--- src/rtl/clk_lock_seq.sv ---
// Clock lock sequencer.
// Each channel holds its PLL/DCM in reset, waits for lock, waits for the lock
// to stay stable, and only then releases the reset of the logic clocked by that
// channel. A failed lock attempt or a lost lock counts as a retry, and the
// channel starts over from the PLL reset. A cascaded channel follows the
// channel below it: it starts only once that channel is running and drops back
// into PLL reset whenever that channel stops running.
module clk_lock_seq #(
    parameter int              N_CH          = 4,
    parameter int              RST_CYCLES    = 16,
    parameter int              LOCK_TIMEOUT  = 65535,
    parameter int              SETTLE_CYCLES = 1024,
    parameter logic [N_CH-1:0] CASCADE       = '0
) (
    input  logic              CLK,
    input  logic              RST_N,
    input  logic [N_CH-1:0]   LOCKED,
    input  logic [N_CH-1:0]   ENABLE,
    input  logic              CLR_RETRIES,
    output logic [N_CH-1:0]   PLL_RST,
    output logic [N_CH-1:0]   DOMAIN_RST,
    output logic [N_CH-1:0]   READY,
    output logic              ALL_READY,
    output logic [4*N_CH-1:0] RETRIES,
    output logic [3*N_CH-1:0] dbg_state
);

    typedef enum logic [2:0] {
        S_OFF       = 3'd0,
        S_HOLD      = 3'd1,
        S_WAIT_LOCK = 3'd2,
        S_SETTLE    = 3'd3,
        S_RUN       = 3'd4
    } state_t;

    // Timer values on which each timed state ends.
    localparam logic [19:0] HOLD_LAST   = 20'(RST_CYCLES - 1);
    localparam logic [19:0] LOCK_LAST   = 20'(LOCK_TIMEOUT - 1);
    localparam logic [19:0] SETTLE_LAST = 20'(SETTLE_CYCLES - 1);
    // Channel 0 has no upstream channel, so its cascade bit is dropped.
    localparam logic [N_CH-1:0] CASCADE_EFF = CASCADE & ~(N_CH'(1));

    state_t          state     [N_CH];
    state_t          state_nxt [N_CH];
    logic [19:0]     timer     [N_CH];
    logic [19:0]     timer_nxt [N_CH];
    logic [3:0]      retry     [N_CH];
    logic [3:0]      retry_nxt [N_CH];
    logic [N_CH-1:0] lock_m;
    logic [N_CH-1:0] lock_s;
    logic [N_CH-1:0] up_ready;
    logic [N_CH-1:0] forced;
    logic [N_CH-1:0] bump;

    // Two-flop synchronizer for the asynchronous lock indications.
    always_ff @(posedge CLK) begin
        if (!RST_N) begin
            lock_m <= '0;
            lock_s <= '0;
        end else begin
            lock_m <= LOCKED;
            lock_s <= lock_m;
        end
    end

    // Registered READY of the channel below each channel (none for channel 0).
    always_comb begin
        up_ready = '0;
        for (int i = 1; i < N_CH; i++) begin
            up_ready[i] = READY[i-1];
        end
    end

    // Per-channel next state, timer and retry counter.
    always_comb begin
        forced = '0;
        bump   = '0;
        for (int i = 0; i < N_CH; i++) begin
            state_nxt[i] = state[i];
            if (!ENABLE[i]) begin
                state_nxt[i] = S_OFF;
            end else if (CASCADE_EFF[i] && state[i] != S_OFF && !up_ready[i]) begin
                // Upstream clock is not trustworthy: keep this PLL in reset and
                // restart its hold time, without counting it as a retry.
                state_nxt[i] = S_HOLD;
                forced[i]    = 1'b1;
            end else begin
                case (state[i])
                    S_OFF: begin
                        if (!CASCADE_EFF[i] || up_ready[i]) state_nxt[i] = S_HOLD;
                    end
                    S_HOLD: begin
                        if (timer[i] == HOLD_LAST) state_nxt[i] = S_WAIT_LOCK;
                    end
                    S_WAIT_LOCK: begin
                        if (lock_s[i]) begin
                            state_nxt[i] = S_SETTLE;
                        end else if (timer[i] == LOCK_LAST) begin
                            state_nxt[i] = S_HOLD;
                            bump[i]      = 1'b1;
                        end
                    end
                    S_SETTLE: begin
                        if (!lock_s[i]) begin
                            state_nxt[i] = S_WAIT_LOCK;
                        end else if (timer[i] == SETTLE_LAST) begin
                            state_nxt[i] = S_RUN;
                        end
                    end
                    S_RUN: begin
                        if (!lock_s[i]) begin
                            state_nxt[i] = S_HOLD;
                            bump[i]      = 1'b1;
                        end
                    end
                    default: state_nxt[i] = S_OFF;
                endcase
            end

            // Timer restarts on every state entry; untimed states keep it at 0.
            if (forced[i] || state_nxt[i] != state[i] ||
                state_nxt[i] == S_OFF || state_nxt[i] == S_RUN) begin
                timer_nxt[i] = '0;
            end else begin
                timer_nxt[i] = timer[i] + 20'd1;
            end

            // Clear beats a simultaneous increment; the count saturates at 15.
            if (CLR_RETRIES) begin
                retry_nxt[i] = '0;
            end else if (bump[i] && retry[i] != 4'hF) begin
                retry_nxt[i] = retry[i] + 4'd1;
            end else begin
                retry_nxt[i] = retry[i];
            end
        end
    end

    // State, timers, counters and outputs registered from the next state.
    always_ff @(posedge CLK) begin
        if (!RST_N) begin
            for (int i = 0; i < N_CH; i++) begin
                state[i] <= S_OFF;
                timer[i] <= '0;
                retry[i] <= '0;
            end
            PLL_RST    <= '1;
            DOMAIN_RST <= '1;
            READY      <= '0;
            ALL_READY  <= 1'b0;
        end else begin
            for (int i = 0; i < N_CH; i++) begin
                state[i]      <= state_nxt[i];
                timer[i]      <= timer_nxt[i];
                retry[i]      <= retry_nxt[i];
                PLL_RST[i]    <= (state_nxt[i] == S_OFF) || (state_nxt[i] == S_HOLD);
                DOMAIN_RST[i] <= (state_nxt[i] != S_RUN);
                READY[i]      <= (state_nxt[i] == S_RUN);
            end
            ALL_READY <= (|ENABLE) && (&(READY | ~ENABLE));
        end
    end

    // Flatten retry counters and per-channel state onto output buses.
    always_comb begin
        RETRIES   = '0;
        dbg_state = '0;
        for (int i = 0; i < N_CH; i++) begin
            RETRIES[4*i +: 4]   = retry[i];
            dbg_state[3*i +: 3] = state[i];
        end
    end

endmodule

--- config.mk ---
export PLATFORM = sky130hd
export DESIGN_NAME = clk_lock_seq
export DESIGN_NICKNAME = d
export VERILOG_FILES = /design/src/rtl/clk_lock_seq.sv
export SDC_FILE = /design/constraint.sdc
export NUM_CORES = 1
export LEC_CHECK = 0
export ABC_AREA = 0
export BUFFER_PORTS_ARGS = -buffer_cell sky130_fd_sc_hd__clkbuf_2
export CAP_MARGIN = 20
export CELL_PAD_IN_SITES_DETAIL_PLACEMENT = 1
export CELL_PAD_IN_SITES_GLOBAL_PLACEMENT = 2
export CORE_UTILIZATION = 33
export DETAILED_ROUTE_END_ITERATION = 16
export GPL_TIMING_DRIVEN = 0
export PLACE_DENSITY = 0.73
export RECOVER_POWER = 50
export SLEW_MARGIN = 0
export SYNTH_ARGS = -nofsm -noshare
export SYNTH_HDL_FRONTEND = slang
export SYNTH_SLANG_ARGS = --single-unit
--- constraint.sdc ---
create_clock -name CLK -period 2.2 [get_ports CLK]
set_input_delay 0.66 -clock CLK [delete_from_list [all_inputs] [get_ports CLK]]
set_output_delay 0.66 -clock CLK [all_outputs]
set_load 0.03 [all_outputs]
Yosys cells after proc, flatten, opt, wreduce, memory -nomap -nowiden
Memories as Yosys holds them, arrays and structs flattened.
Cells that the tools add are included.
W data, S select, Z words.
- register bits: 21
- memory bits (writable): 108
- word-level logic and storage cells: 184
- memories: 3
- $add $sub $neg: 8
- equal/unequal tests: 48
- mux-type cells: 78
- bitwise operators: 14
- reduce and logical (&&, ||, !) cells: 27
- memories (name ; words ; width ; rd ports ; clocked after Yosys merged registers in ; wr ports ; RTL line ; RTL):
    timer ; 4 ; 20 ; 4 ; 0 ; 4 ; 45 ; logic [19:0] timer [N_CH];
    retry ; 4 ; 4 ; 4 ; 0 ; 4 ; 47 ; logic [3:0] retry [N_CH];
    state ; 4 ; 3 ; 4 ; 0 ; 4 ; 43 ; state_t state [N_CH];
- operator list (cell ; number):
    $mux W20 ; 8
    $mux W3 ; 32
    $add A20 B1 Y20 const B ; 4
    $eq A20 B10 Y1 const B ; 4
    $eq A20 B16 Y1 const B ; 4
    $eq A20 B4 Y1 const B ; 4
    $pmux W3 S5 ; 4
    $mux W4 ; 12
    $eq A3 B1 Y1 const B ; 8
    $eq A3 B2 Y1 const B ; 8
    $eq A3 B3 Y1 const B ; 8
    $logic_not A3 Y1 ; 8
    $mux W1 ; 18
    $add A4 B1 Y4 const B ; 4
    $ne A4 B4 Y1 const B ; 4
    $logic_or A1 B1 Y1 ; 12
    $ne A3 B3 Y1 ; 4
    $ne A3 B3 Y1 const B ; 4
    $or A1 B1 Y1 ; 12
    $pmux W1 S2 ; 4
    $logic_and A1 B1 Y1 ; 5
    $not A4 Y4 ; 1
    $or A4 B4 Y4 ; 1
    $reduce_and A4 Y1 ; 1
    $reduce_or A4 Y1 ; 1

Depth between registers and ports, before layout
An unclocked memory read counts as a cell.
- depth in word-level cells: 11
- depth in mapped cells: 9
- mapped depth without buffers: 8

Least setup slack after synthesis
OpenSTA, ideal clock, no wires.
- path kind: flip-flop to flip-flop
- from: memory timer[3][17]
- to: memory timer[3][0]
- setup time: 0.119 ns
- arrival time: 2.131 ns
- data required time: 2.081 ns
- slack: -0.050 ns
- cell stages (with the launch flop): 8
- path through: dfxtp_1 or4_4 or4_4 o31ai_2 a21bo_1 a221o_2 buf_6 a21oi_1
- RTL lines (what ; RTL line):
    start: declaration ; 45

==> flow_summary_export.csv <==
group,metric,value,unit
global_route,antenna_found_initial,0,
critical_path,crit_required,2520,ps
sta,skew,9.204,ps
critical_path,worstPathMaxFanout,10,
die,rows,49,
critical_path,slowest_stage,"or4_4",
critical_path,worst-path-buf-inv,1,
cells_and_area,finish.utilization,42.34,%
sta,tightest_slew,693.5,ps
die,die-area,18820,um2
critical_path,critPathMaxStageDelay,550,ps
yosys,ys.flop_type,"dfxtp_1",
critical_path,rr_startpoint,"timer[3][11]",
cells_and_area,final_common_cell,"dfxtp_1",
clock_network,htree_levels,4,
pwr,p_leak,2.598,nW
yosys,synth-async-reset-ratio,0,%
yosys,synth_fp_nets,725,
flow_run,cap_violations,0,
cells_and_area,postLayoutCellArea,7606,um2
sta,timing.fmax,415.4,MHz
critical_path,cp_cell_sequence,"or4_1 -> or4_4 -> o31ai_4 -> a21bo_1 -> a221o_2 -> buf_6 -> a21oi_1",
die,die_w,137.2,um
sta,timing.slew.headroom,53.67,%
cells_and_area,fillers,2112,
place,pre_cts_ws,-598.4,ps
worst_hold_path,min_to,"lock_m[0]",
routing,dr.pass1.iters,6,
critical_path,critPathArrivalTime,2730,ps
routing,via_per_inst,5.151,
yosys,syn_inst,702,
sta,rsz0062_at_grt,"true",
critical_path,crit_family,"simple AND/OR/NAND/NOR gates",
die,core,17960,um2
sta,hold_violations,0,
clock_network,clock_latency,430,ps
global_route,grt_pass1_wl,26500,um
clock_network,cts_tree,"done",
worst_hold_path,hp-class,"in2reg",
sta,fin_crit_sh,109.4,%
clock_network,clock-sinks,129,
clock_network,cts_max_path_buffers,2,
place,gp_congestion,0.8317,
place,port_buffers,51,
routing,wl_per_cell,16.13,um
pwr,peakVddDrop,0.5462,mV
place,placed_area,6584,um2
sta,slew_viol_final,0,
cells_and_area,fin_nets,806,
global_route,grt_start_max_net_pins,17,
cells_and_area,antenna-diode-count,0,
yosys,yosys.area.top_type_share,42.82,%
cells_and_area,final_cell_mix,"118 x dfxtp_1, 101 x nor2_1, 56 x nand2_1",
run_status,status,"finished, violations left",
yosys,avgSynthCellArea,8.591,um2
place,dpl.hpwl,11730,um
cells_and_area,multiInputGateArea,3528,um2
clock_network,cts_hold_buf,0,
cells_and_area,area_growth,26.12,%
routing,drcViolationCount,0,
sta,setup_viol,22,
die,die_y,137.2,um
yosys,synth_seq_cells,129,
run_status,violations,"setup timing",
yosys,synth.distinct_cells,60,
yosys,yosys.area.top_type,"dfxtp_1",
routing,wl,16530,um
yosys,ys_warn_count,0,
critical_path,endpoint_kind,"register",
critical_path,critPathKind,"reg2reg",
die,initial_utilization,33.57,%
sta,setup_slack,-207.2,ps
critical_path,regToRegSetupSlack,-210,ps
clock_network,cts_root_buf,"clkbuf_16",
yosys,netlist_area,6031,um2
global_route,overflow,0,
routing,first_iter_violations,172,
cells_and_area,regArea,2601,um2
clock_network,clk_pin_slew_worst_paths,60,ps
routing,vias,5280,
worst_hold_path,min_path_cells,2,
routing,ant_nets,0,
yosys,synth_edf_count,0,
critical_path,reg2reg_to,"timer[3][14]",
sta,min_period,2407,ps
critical_path,cp-start-kind,"register",
critical_path,worst-r2r-cell-count,7,
worst_hold_path,min_from,"LOCKED[0]",
yosys,synth_area_leaders,"dfxtp_1 43%, nor2_1 6.9%, xor2_1 6.8%",
sta,tns,-3968,ps
die,pin_count,52,
global_route,grt_usage,18.47,%
clock_network,cts_made_buffers,17,
pwr,power_density,752.1,nW/um2
global_route,grt_pass1_vias,5257,
cells_and_area,drive_above_1_share,16.21,%
yosys,ys_seq_area_share,42.82,%
==> per-stage QoR <==
stage	hold WS (ps)	cells	power (W)
4_1_cts	414.0	1018	0.005784
5_1_grt	423.3	1025	0.005917
2_1_floorplan	411.9	702	0.002497
3_5_place_dp	419.4	982	0.002554
3_3_place_gp	415.0	982	0.002550
6_report	430.7	1025	0.005720
==> what timing repair did <==
| item | 4_1_cts | 5_1_grt |
|---|---|---|
| buffers inserted | 6 | 6 |
| resized for setup | 29 | 55 |
| gates cloned | 1 | 1 |
| pin swaps | 2 | 15 |
| endpoints found under the setup margin | 95 | 98 |
==> worst register-to-register path: cells and delay by family (launching register included) <==
| kind | cells | cell delay, ps |
|---|---|---|
| AND/OR/NAND/NOR | 2 | 1080 |
| buffers and inverters | 1 | 150 |
| flip-flops | 1 | 340 |
| AO/OA/AOI/OAI | 4 | 720 |
==> report_power, final <==
part,internal (W),switching (W),total (W)
registers,0.00235,0.0000202,0.00237
logic,0.0000512,0.0000944,0.000146
clock network,0.00210,0.00110,0.00321
total,0.00450,0.00122,0.00572
==> Yosys cell counts (all sizes together), types with 13 or more instances <==
| cell type | instances |
|---|---|
| dfxtp | 129 |
| nor2 | 111 |
| nand2 | 57 |
| xor2 | 47 |
| nand3 | 42 |
| xnor2 | 33 |
| a21oi | 31 |
| nand4 | 24 |
| and3 | 21 |
| inv | 18 |
| nor3 | 16 |
| nor4 | 15 |
| and2 | 13 |
==> per-layer routing <==
metal  vias to the layer above  track usage [%]  part of all wire [%]
met5                         -                0                     0
met4                         0            7.204                   1.8
met3                        23            4.562                   3.0
met2                        77            30.78                    49
met1                      2564            22.80                    46
li1                       2616                -                     -
==> area by class of cell <==
cell class	count	area share (%)
buffer	16	1.596
clock buffer	20	6.136
clock inverter	12	2.681
inverter	18	0.8883
multi-input combinational	536	46.39
sequential	129	34.20
tap	229	3.767
timing repair buffer	65	4.343
==> sequential cells by signal (all words and copies together) (netlist names) <==
signal	flops
timer	80
state	12
DOMAIN_RST	4
lock_m	4
lock_s	4
PLL_RST	4
READY	4
retry	16
ALL_READY	1
==> worst max path at each step <==
stage / from / endpoint / cells past startpoint
detailed placement: timer[2][0] / timer[2][14] / 9
CTS: timer[3][11] / timer[3][0] / 7
floorplan: timer[3][11] / timer[3][11] / 7
global route: timer[3][11] / timer[3][14] / 7
global placement: timer[2][0] / timer[2][2] / 9
finish: timer[3][11] / timer[3][14] / 7
==> logic make-up after synthesis <==
group,after synthesis,share of synthesized area [%]
buffers and inverters,37,2.884
DFF,129,42.82
adders and majority gates,12,2.490
xor gates and xnor gates,80,11.62
muxes,6,1.017
AOI/OAI and AO/OA,83,9.046
and+or+nand+nor,355,30.12
(Power assumes the default switching activity.)
